### config.mk
export PLATFORM = sky130hd
export DESIGN_NAME = npc_mc_flat
export DESIGN_NICKNAME = d
export VERILOG_FILES = /design/src/rtl/npc_mc_pkg.sv /design/src/rtl/npc_mc_if.sv /design/src/rtl/npc_mc_regfile.sv /design/src/rtl/npc_mc.sv /design/src/flat_wrapper.sv
export SDC_FILE = /design/constraint.sdc
export NUM_CORES = 2
export LEC_CHECK = 0
export ABC_AREA = 1
export BUFFER_PORTS_ARGS = -buffer_cell sky130_fd_sc_hd__buf_2
export CORE_MARGIN = 3
export CORE_UTILIZATION = 50
export DETAILED_ROUTE_END_ITERATION = 10
export PLACE_DENSITY_LB_ADDON = 0.2
export SLEW_MARGIN = 20
export SYNTH_ARGS = -nofsm -noshare
export SYNTH_HDL_FRONTEND = slang
export SYNTH_SLANG_ARGS = --single-unit
### constraint.sdc
create_clock -name clk -period 6.4 [get_ports clk]
set_input_delay 1.28 -clock clk [delete_from_list [all_inputs] [get_ports clk]]
set_output_delay 1.28 -clock clk [all_outputs]
set_load 0.05 [all_outputs]
### src/rtl/npc_mc_pkg.sv
// Shared definitions for the multi-cycle NPC core: opcodes, FSM states, EBREAK encoding.
package npc_pkg;

    localparam logic [6:0] OP_IMM = 7'b0010011;
    localparam logic [6:0] OP     = 7'b0110011;
    localparam logic [6:0] LUI    = 7'b0110111;
    localparam logic [6:0] AUIPC  = 7'b0010111;
    localparam logic [6:0] JAL    = 7'b1101111;
    localparam logic [6:0] JALR   = 7'b1100111;
    localparam logic [6:0] SYSTEM = 7'b1110011;

    localparam logic [31:0] EBREAK_INST = 32'h0010_0073;

    typedef enum logic [1:0] {
        FETCH,
        WAIT,
        EXEC,
        HALT
    } state_t;

endpackage

### src/rtl/npc_mc_if.sv
// Instruction fetch port: request handshake plus a separate response-valid strobe.
interface npc_mc_if;

    logic        ifu_req_valid;
    logic        ifu_req_ready;
    logic [31:0] ifu_addr;
    logic        ifu_rsp_valid;
    logic [31:0] ifu_rdata;

    modport master (
        output ifu_req_valid,
        output ifu_addr,
        input  ifu_req_ready,
        input  ifu_rsp_valid,
        input  ifu_rdata
    );

    modport slave (
        input  ifu_req_valid,
        input  ifu_addr,
        output ifu_req_ready,
        output ifu_rsp_valid,
        output ifu_rdata
    );

endinterface

### src/rtl/npc_mc_regfile.sv
// Integer register file: two async read ports, one sync write port, fixed x10 tap.
module npc_mc_regfile #(
    parameter int unsigned NR_REGS = 32
) (
    input  logic        clk,
    input  logic        rst,
    input  logic [4:0]  ra1,
    input  logic [4:0]  ra2,
    output logic [31:0] rd1,
    output logic [31:0] rd2,
    output logic [31:0] x10,
    input  logic        we,
    input  logic [4:0]  wa,
    input  logic [31:0] wd
);

    localparam int unsigned AW = $clog2(NR_REGS);

    logic [31:0] regs [NR_REGS];

    // Clear every register on reset; writes to x0 or out-of-range indices are dropped.
    always_ff @(posedge clk) begin
        if (rst) begin
            for (int unsigned i = 0; i < NR_REGS; i++) begin
                regs[i] <= '0;
            end
        end else if (we && wa != 5'd0 && {27'b0, wa} < NR_REGS) begin
            regs[wa[AW-1:0]] <= wd;
        end
    end

    // Reads of x0 or of non-existent registers return zero.
    always_comb begin
        rd1 = '0;
        rd2 = '0;
        if (ra1 != 5'd0 && {27'b0, ra1} < NR_REGS) rd1 = regs[ra1[AW-1:0]];
        if (ra2 != 5'd0 && {27'b0, ra2} < NR_REGS) rd2 = regs[ra2[AW-1:0]];
    end

    assign x10 = regs[10];

endmodule

### src/rtl/npc_mc.sv
// Multi-cycle NPC core: FETCH/WAIT/EXEC/HALT sequencing, decode, ALU and commit reporting.
module npc_mc
    import npc_pkg::*;
#(
    parameter logic [31:0] RESET_PC      = 32'h8000_0000,
    parameter int unsigned NR_REGS       = 32,
    parameter int unsigned FETCH_TIMEOUT = 0
) (
    input  logic        clk,
    input  logic        rst,
    npc_mc_if.master    ifu,
    output logic [31:0] pc,
    output logic        commit_valid,
    output logic [31:0] commit_pc,
    output logic [31:0] commit_inst,
    output logic        halt,
    output logic        trap,
    output logic [31:0] halt_code
);

    state_t      state_q, state_d;
    logic [31:0] pc_q, inst_q, wait_cnt_q, halt_code_q;
    logic        trap_q;

    logic [6:0]  opcode, funct7;
    logic [2:0]  funct3;
    logic [4:0]  rd, rs1, rs2;
    logic [31:0] imm_i, imm_u, imm_j;
    logic [31:0] rs1_val, rs2_val, x10_val;
    logic [31:0] wr_data, next_pc;
    logic        legal, is_ebreak, use_rd, use_rs1, use_rs2, bad_idx, illegal, wr_en;

    assign opcode = inst_q[6:0];
    assign rd     = inst_q[11:7];
    assign funct3 = inst_q[14:12];
    assign rs1    = inst_q[19:15];
    assign rs2    = inst_q[24:20];
    assign funct7 = inst_q[31:25];
    assign imm_i  = {{20{inst_q[31]}}, inst_q[31:20]};
    assign imm_u  = {inst_q[31:12], 12'b0};
    assign imm_j  = {{11{inst_q[31]}}, inst_q[31], inst_q[19:12], inst_q[20], inst_q[30:21], 1'b0};

    npc_mc_regfile #(
        .NR_REGS(NR_REGS)
    ) u_regfile (
        .clk (clk),
        .rst (rst),
        .ra1 (rs1),
        .ra2 (rs2),
        .rd1 (rs1_val),
        .rd2 (rs2_val),
        .x10 (x10_val),
        .we  (wr_en),
        .wa  (rd),
        .wd  (wr_data)
    );

    // Decode and execute the latched instruction; JALR uses the pre-writeback rs1.
    always_comb begin
        legal     = 1'b0;
        is_ebreak = 1'b0;
        use_rd    = 1'b0;
        use_rs1   = 1'b0;
        use_rs2   = 1'b0;
        wr_data   = '0;
        next_pc   = pc_q + 32'd4;
        unique case (opcode)
            OP_IMM: if (funct3 == 3'b000) begin
                legal   = 1'b1;
                use_rd  = 1'b1;
                use_rs1 = 1'b1;
                wr_data = rs1_val + imm_i;
            end
            OP: if (funct3 == 3'b000 && funct7 == 7'b0) begin
                legal   = 1'b1;
                use_rd  = 1'b1;
                use_rs1 = 1'b1;
                use_rs2 = 1'b1;
                wr_data = rs1_val + rs2_val;
            end
            LUI: begin
                legal   = 1'b1;
                use_rd  = 1'b1;
                wr_data = imm_u;
            end
            AUIPC: begin
                legal   = 1'b1;
                use_rd  = 1'b1;
                wr_data = pc_q + imm_u;
            end
            JAL: begin
                legal   = 1'b1;
                use_rd  = 1'b1;
                wr_data = pc_q + 32'd4;
                next_pc = pc_q + imm_j;
            end
            JALR: if (funct3 == 3'b000) begin
                legal   = 1'b1;
                use_rd  = 1'b1;
                use_rs1 = 1'b1;
                wr_data = pc_q + 32'd4;
                next_pc = (rs1_val + imm_i) & ~32'd1;
            end
            SYSTEM: if (inst_q == EBREAK_INST) begin
                legal     = 1'b1;
                is_ebreak = 1'b1;
            end
            default: ;
        endcase
        bad_idx = (use_rd  && {27'b0, rd}  >= NR_REGS) ||
                  (use_rs1 && {27'b0, rs1} >= NR_REGS) ||
                  (use_rs2 && {27'b0, rs2} >= NR_REGS);
        illegal = !legal || bad_idx || inst_q[1:0] != 2'b11;
        wr_en   = state_q == EXEC && !illegal && use_rd;
    end

    // Next-state logic for the fetch/execute sequencer, including the optional fetch timeout.
    always_comb begin
        state_d = state_q;
        unique case (state_q)
            FETCH: if (ifu.ifu_req_ready) state_d = WAIT;
            WAIT: begin
                if (ifu.ifu_rsp_valid) begin
                    state_d = EXEC;
                end else if (FETCH_TIMEOUT != 0 && wait_cnt_q == FETCH_TIMEOUT - 1) begin
                    state_d = HALT;
                end
            end
            EXEC:    state_d = (illegal || is_ebreak) ? HALT : FETCH;
            HALT:    state_d = HALT;
            default: state_d = FETCH;
        endcase
    end

    // Architectural state update; halt cause and x10 are captured on entry to HALT.
    always_ff @(posedge clk) begin
        if (rst) begin
            state_q     <= FETCH;
            pc_q        <= RESET_PC;
            inst_q      <= '0;
            wait_cnt_q  <= '0;
            trap_q      <= 1'b0;
            halt_code_q <= '0;
        end else begin
            state_q <= state_d;
            if (state_q == FETCH) wait_cnt_q <= '0;
            else if (state_q == WAIT) wait_cnt_q <= wait_cnt_q + 32'd1;
            if (state_q == WAIT && ifu.ifu_rsp_valid) inst_q <= ifu.ifu_rdata;
            if (state_q == EXEC && !illegal) pc_q <= next_pc;
            if (state_d == HALT && state_q != HALT) begin
                trap_q      <= (state_q == EXEC) ? illegal : 1'b1;
                halt_code_q <= x10_val;
            end
        end
    end

    assign ifu.ifu_req_valid = state_q == FETCH;
    assign ifu.ifu_addr      = pc_q;
    assign pc                = pc_q;
    assign commit_valid      = state_q == EXEC;
    assign commit_pc         = pc_q;
    assign commit_inst       = inst_q;
    assign halt              = state_q == HALT;
    assign trap              = trap_q;
    assign halt_code         = halt_code_q;

endmodule

### src/flat_wrapper.sv
// flat-port wrapper written by rule: the top's interface ports become plain ports
module npc_mc_flat import npc_pkg::*;
#(
    parameter logic [31:0] RESET_PC      = 32'h8000_0000,
    parameter int unsigned NR_REGS       = 32,
    parameter int unsigned FETCH_TIMEOUT = 0
)
  (clk, rst, pc, commit_valid, commit_pc, commit_inst, halt, trap, halt_code, ifu_ifu_req_valid, ifu_ifu_addr, ifu_ifu_req_ready, ifu_ifu_rsp_valid, ifu_ifu_rdata);
  npc_mc_if ifu_i ();
  input  logic clk;
  input  logic rst;
  output logic [31:0] pc;
  output logic commit_valid;
  output logic [31:0] commit_pc;
  output logic [31:0] commit_inst;
  output logic halt;
  output logic trap;
  output logic [31:0] halt_code;
  output wire logic [$bits(ifu_i.ifu_req_valid)-1:0] ifu_ifu_req_valid;
  output wire logic [$bits(ifu_i.ifu_addr)-1:0] ifu_ifu_addr;
  input wire logic [$bits(ifu_i.ifu_req_ready)-1:0] ifu_ifu_req_ready;
  input wire logic [$bits(ifu_i.ifu_rsp_valid)-1:0] ifu_ifu_rsp_valid;
  input wire logic [$bits(ifu_i.ifu_rdata)-1:0] ifu_ifu_rdata;
  assign ifu_ifu_req_valid = ifu_i.ifu_req_valid;
  assign ifu_ifu_addr = ifu_i.ifu_addr;
  assign ifu_i.ifu_req_ready = ifu_ifu_req_ready;
  assign ifu_i.ifu_rsp_valid = ifu_ifu_rsp_valid;
  assign ifu_i.ifu_rdata = ifu_ifu_rdata;
  npc_mc #(.RESET_PC(RESET_PC), .NR_REGS(NR_REGS), .FETCH_TIMEOUT(FETCH_TIMEOUT)) u_core (.clk(clk), .rst(rst), .ifu(ifu_i), .pc(pc), .commit_valid(commit_valid), .commit_pc(commit_pc), .commit_inst(commit_inst), .halt(halt), .trap(trap), .halt_code(halt_code));
endmodule
==> impl_metrics.tcl <==
set metrics [dict create \
    drt_iter0_drc 12100 \
    cp_max_fo 133 \
    rsz0062_at_grt "no" \
    post-route-util 0.559 \
    core_area_um2 136000 \
    die_area_um2 142000 \
    yosys_register_bits 1132 \
    power_frac_clock 0.368 \
    synth_top_area_frac 0.446 \
    setup_viol 0 \
    clock_path_buffers 3 \
    max_freq_ghz 0.171 \
    gr-total-overflow 0 \
    layout_setup_ws_ns 0.557 \
    crit_cells 19 \
    synth_flop_cell "edfxtp_1" \
    vias 69300 \
    clk_latency_ns 0.79 \
    drive_above_1_share 0.0919 \
    syn_area_um2 68900 \
    cp.required_ns 6.92 \
    synthArstFlopShare 0 \
    die_h_um 377 \
    postRouteAntennaNets 0 \
    layout.cells.non_filler 10600 \
    seq_power_share 0.432 \
    switchingPower_mw 6.28 \
    yosysMostFrequentCell "nand2_1" \
    finalInstanceArea_um2 76100 \
    end_kind "register" \
    slew_viol_final 0 \
    place_area_um2 72000 \
    post_cts_buffers 0 \
    p_sw_frac 0.319 \
    clk_pin_slew_ns 0.06 \
    place_worst_setup_slack_ns 0.900 \
    io_buffers 196 \
    cp_num_buf_inv 4 \
    dp_hpwl_um 188000 \
    totalWireLength_um 296000 \
    fin_crit_sh 0.913 \
    reg2reg_slack_ns 0.56 \
    hold_viol_final 0 \
    rr_endpoint "u_core.u_regfile.regs[18][13]" \
    power_frac_comb 0.201 \
    grt_util_all_layers 0.403 \
    status "completed" \
    worst_pin_slew_ns 1.24 \
    hp-class "reg -> reg" \
    grt_first_pass_wirelength_um 426000 \
    cpLargestDelayFamily "compound AO/OA/AOI/OAI gates" \
    grt_pass1_vias 65000 \
    p_int_mw 13.4 \
    dp_cells 10300 \
    ys_types 61 \
    whs_ns 0.483 \
    slowest_stage "o311ai_0" \
    cp-start-kind "register" \
    power_density_nw_per_um2 259 \
    cpMostUsedCell "nand2_1" \
    cts_resized 0 \
    max_stage_delay_ns 0.92 \
    crit_path_end "u_core.u_regfile.regs[18][13]" \
    rows 135 \
    viasPerCell 6.56 \
    drc 0 \
    dr.pass1.iters 9 \
    nNetsFinal 8811 \
    leakagePower_nw 32.4 \
    rr_worst_depth 19 \
    cts.htree.levels 3 \
    antenna_found_initial 10 \
    cts_hold_buf 0 \
    initial_utilization 0.506 \
    dieWidth_um 377 \
    yosysSeqAreaShare 0.478 \
    yosys-top-cells-area "edfxtp_1 (45%), nand2_1 (8.5%), nor2_1 (8.2%), o21ai_0 (7.8%), nand3_1 (4.3%)" \
    ys_warn_count 0 \
    critPathKind "reg -> reg" \
    syn_area_per_cell_um2 7.83 \
    cap_violations 0 \
    cts_tree "done" \
    routedWlPerCell_um 28.0 \
    final.setup_skew_ns 0.0363 \
    crit_chain "buf_12 > o21ai_0 > o22ai_1 > nor2_1 > o311ai_0 > nand2_1 > a31oi_1 > buf_4 > ha_1 > a21oi_1 > o21ai_0 > a21oi_1 > nand2_1 > or2_2 > nand3_1 > nand4_1 > buf_4 > nand2_1 > inv_1" \
    grt_max_degree 134 \
    timing.final.crit_period_ns 5.84 \
    area_growth_pct 10.4 \
    timing.slew.headroom 0.170 \
    clock-sinks 1132 \
    power_mw 19.7 \
    synthesis.instances 8796 \
    critical_path_arrival_ns 6.36 \
    cts_root_buffer "clkbuf_16" \
    netlist_top_cells_count "nand2_1 (1,565), nor2_1 (1,502), o21ai_0 (1,075)" \
    synth_edf_count 1024 \
    synth_top_area_cell "edfxtp_1" \
    numCtsBuffers 121 \
    setup-tns-final_ns 0 \
    place.gp.congestion 0.998 \
    ir_worst_vdd_v 0.000272 \
    io_pins 200 \
]
==> cell families after synthesis <==
logic type	synth area share
buf+inv	0.0908
xor+xnor	0.00470
fa+ha+maj	0.0182
other cells	0.0000544
compound gates	0.180
simple gates	0.228
flops	0.478
==> worst min path at each step <==
stage / from / end / slack, ns / cells after the start
floorplan: u_core.state_q[1] / u_core.state_q[1] / 0.48 / 2
global placement: u_core.halt_code[28] / u_core.halt_code[28] / 0.46 / 2
detailed placement: u_core.halt_code[28] / u_core.halt_code[28] / 0.47 / 2
CTS: u_core.halt_code[25] / u_core.halt_code[25] / 0.49 / 2
global route: u_core.halt_code[0] / u_core.halt_code[0] / 0.51 / 2
finish: u_core.halt_code[25] / u_core.halt_code[25] / 0.48 / 2
==> worst register-to-register path: cells and delay by family (launching register included) <==
kind,cells,cell delay (ns)
buffers and inverters,4,1.10
DFF,1,0.57
adders and majority gates,1,0.31
and+or+nand+nor,7,1.11
AOI/OAI and AO/OA,7,2.50
==> sequential cells by signal, indices dropped and copies added (netlist names), named ones only <==
register               count
u_core.u_regfile.regs   1024
u_core.commit_inst        32
u_core.trap                1
u_core.state_q             2
u_core.commit_pc          31
u_core.halt_code          32
==> area by class of cell <==
class,count,area (µm²)
Clock buffer,160,3400
Antenna cell,3,7.51
Fill cell,12300,60100
Multi-Input combinational cell,6166,30000
Inverter,786,3000
Tap cell,1781,2230
Clock inverter,66,606
Sequential cell,1132,32900
Timing Repair Buffer,469,3860
==> layout by cell type, fill, tap and decap left out, types with 44 or more instances in the layout <==
master     Yosys  final
ha_1          97     97
o22ai_1       89     89
nand2_2       20     44
a31oi_1       62     62
nand4_1       49     49
nor2_1      1502   1496
clkbuf_16      0    130
buf_2        121    196
dfxtp_1      108     97
o21ai_0     1075   1075
edfxtp_1    1024   1024
a21oi_1      495    493
nand2_1     1565   1541
nand3_1      595    594
buf_4         94    207
o221ai_1     306    306
inv_1        743    736
buf_12         0     66
==> per-layer routing <==
layer	up-vias	wire length (µm)	track usage
li1	29800	-	-
met3	1222	42300	0.105
met4	2	20100	0.236
met2	5822	129000	0.616
met1	32400	105000	0.516
met5	-	13	0
==> power groups by stage <==
stage          clock network, mW  logic [mW]  registers [mW]
2_1_floorplan                  0        2.15            8.68
3_3_place_gp                   0        3.74            8.64
3_5_place_dp                   0        3.77            8.65
4_1_cts                     7.23        3.78            8.49
5_1_grt                     7.52        4.14            8.53
6_report                    7.25        3.96            8.51
Power figures use the tool's default switching activity.
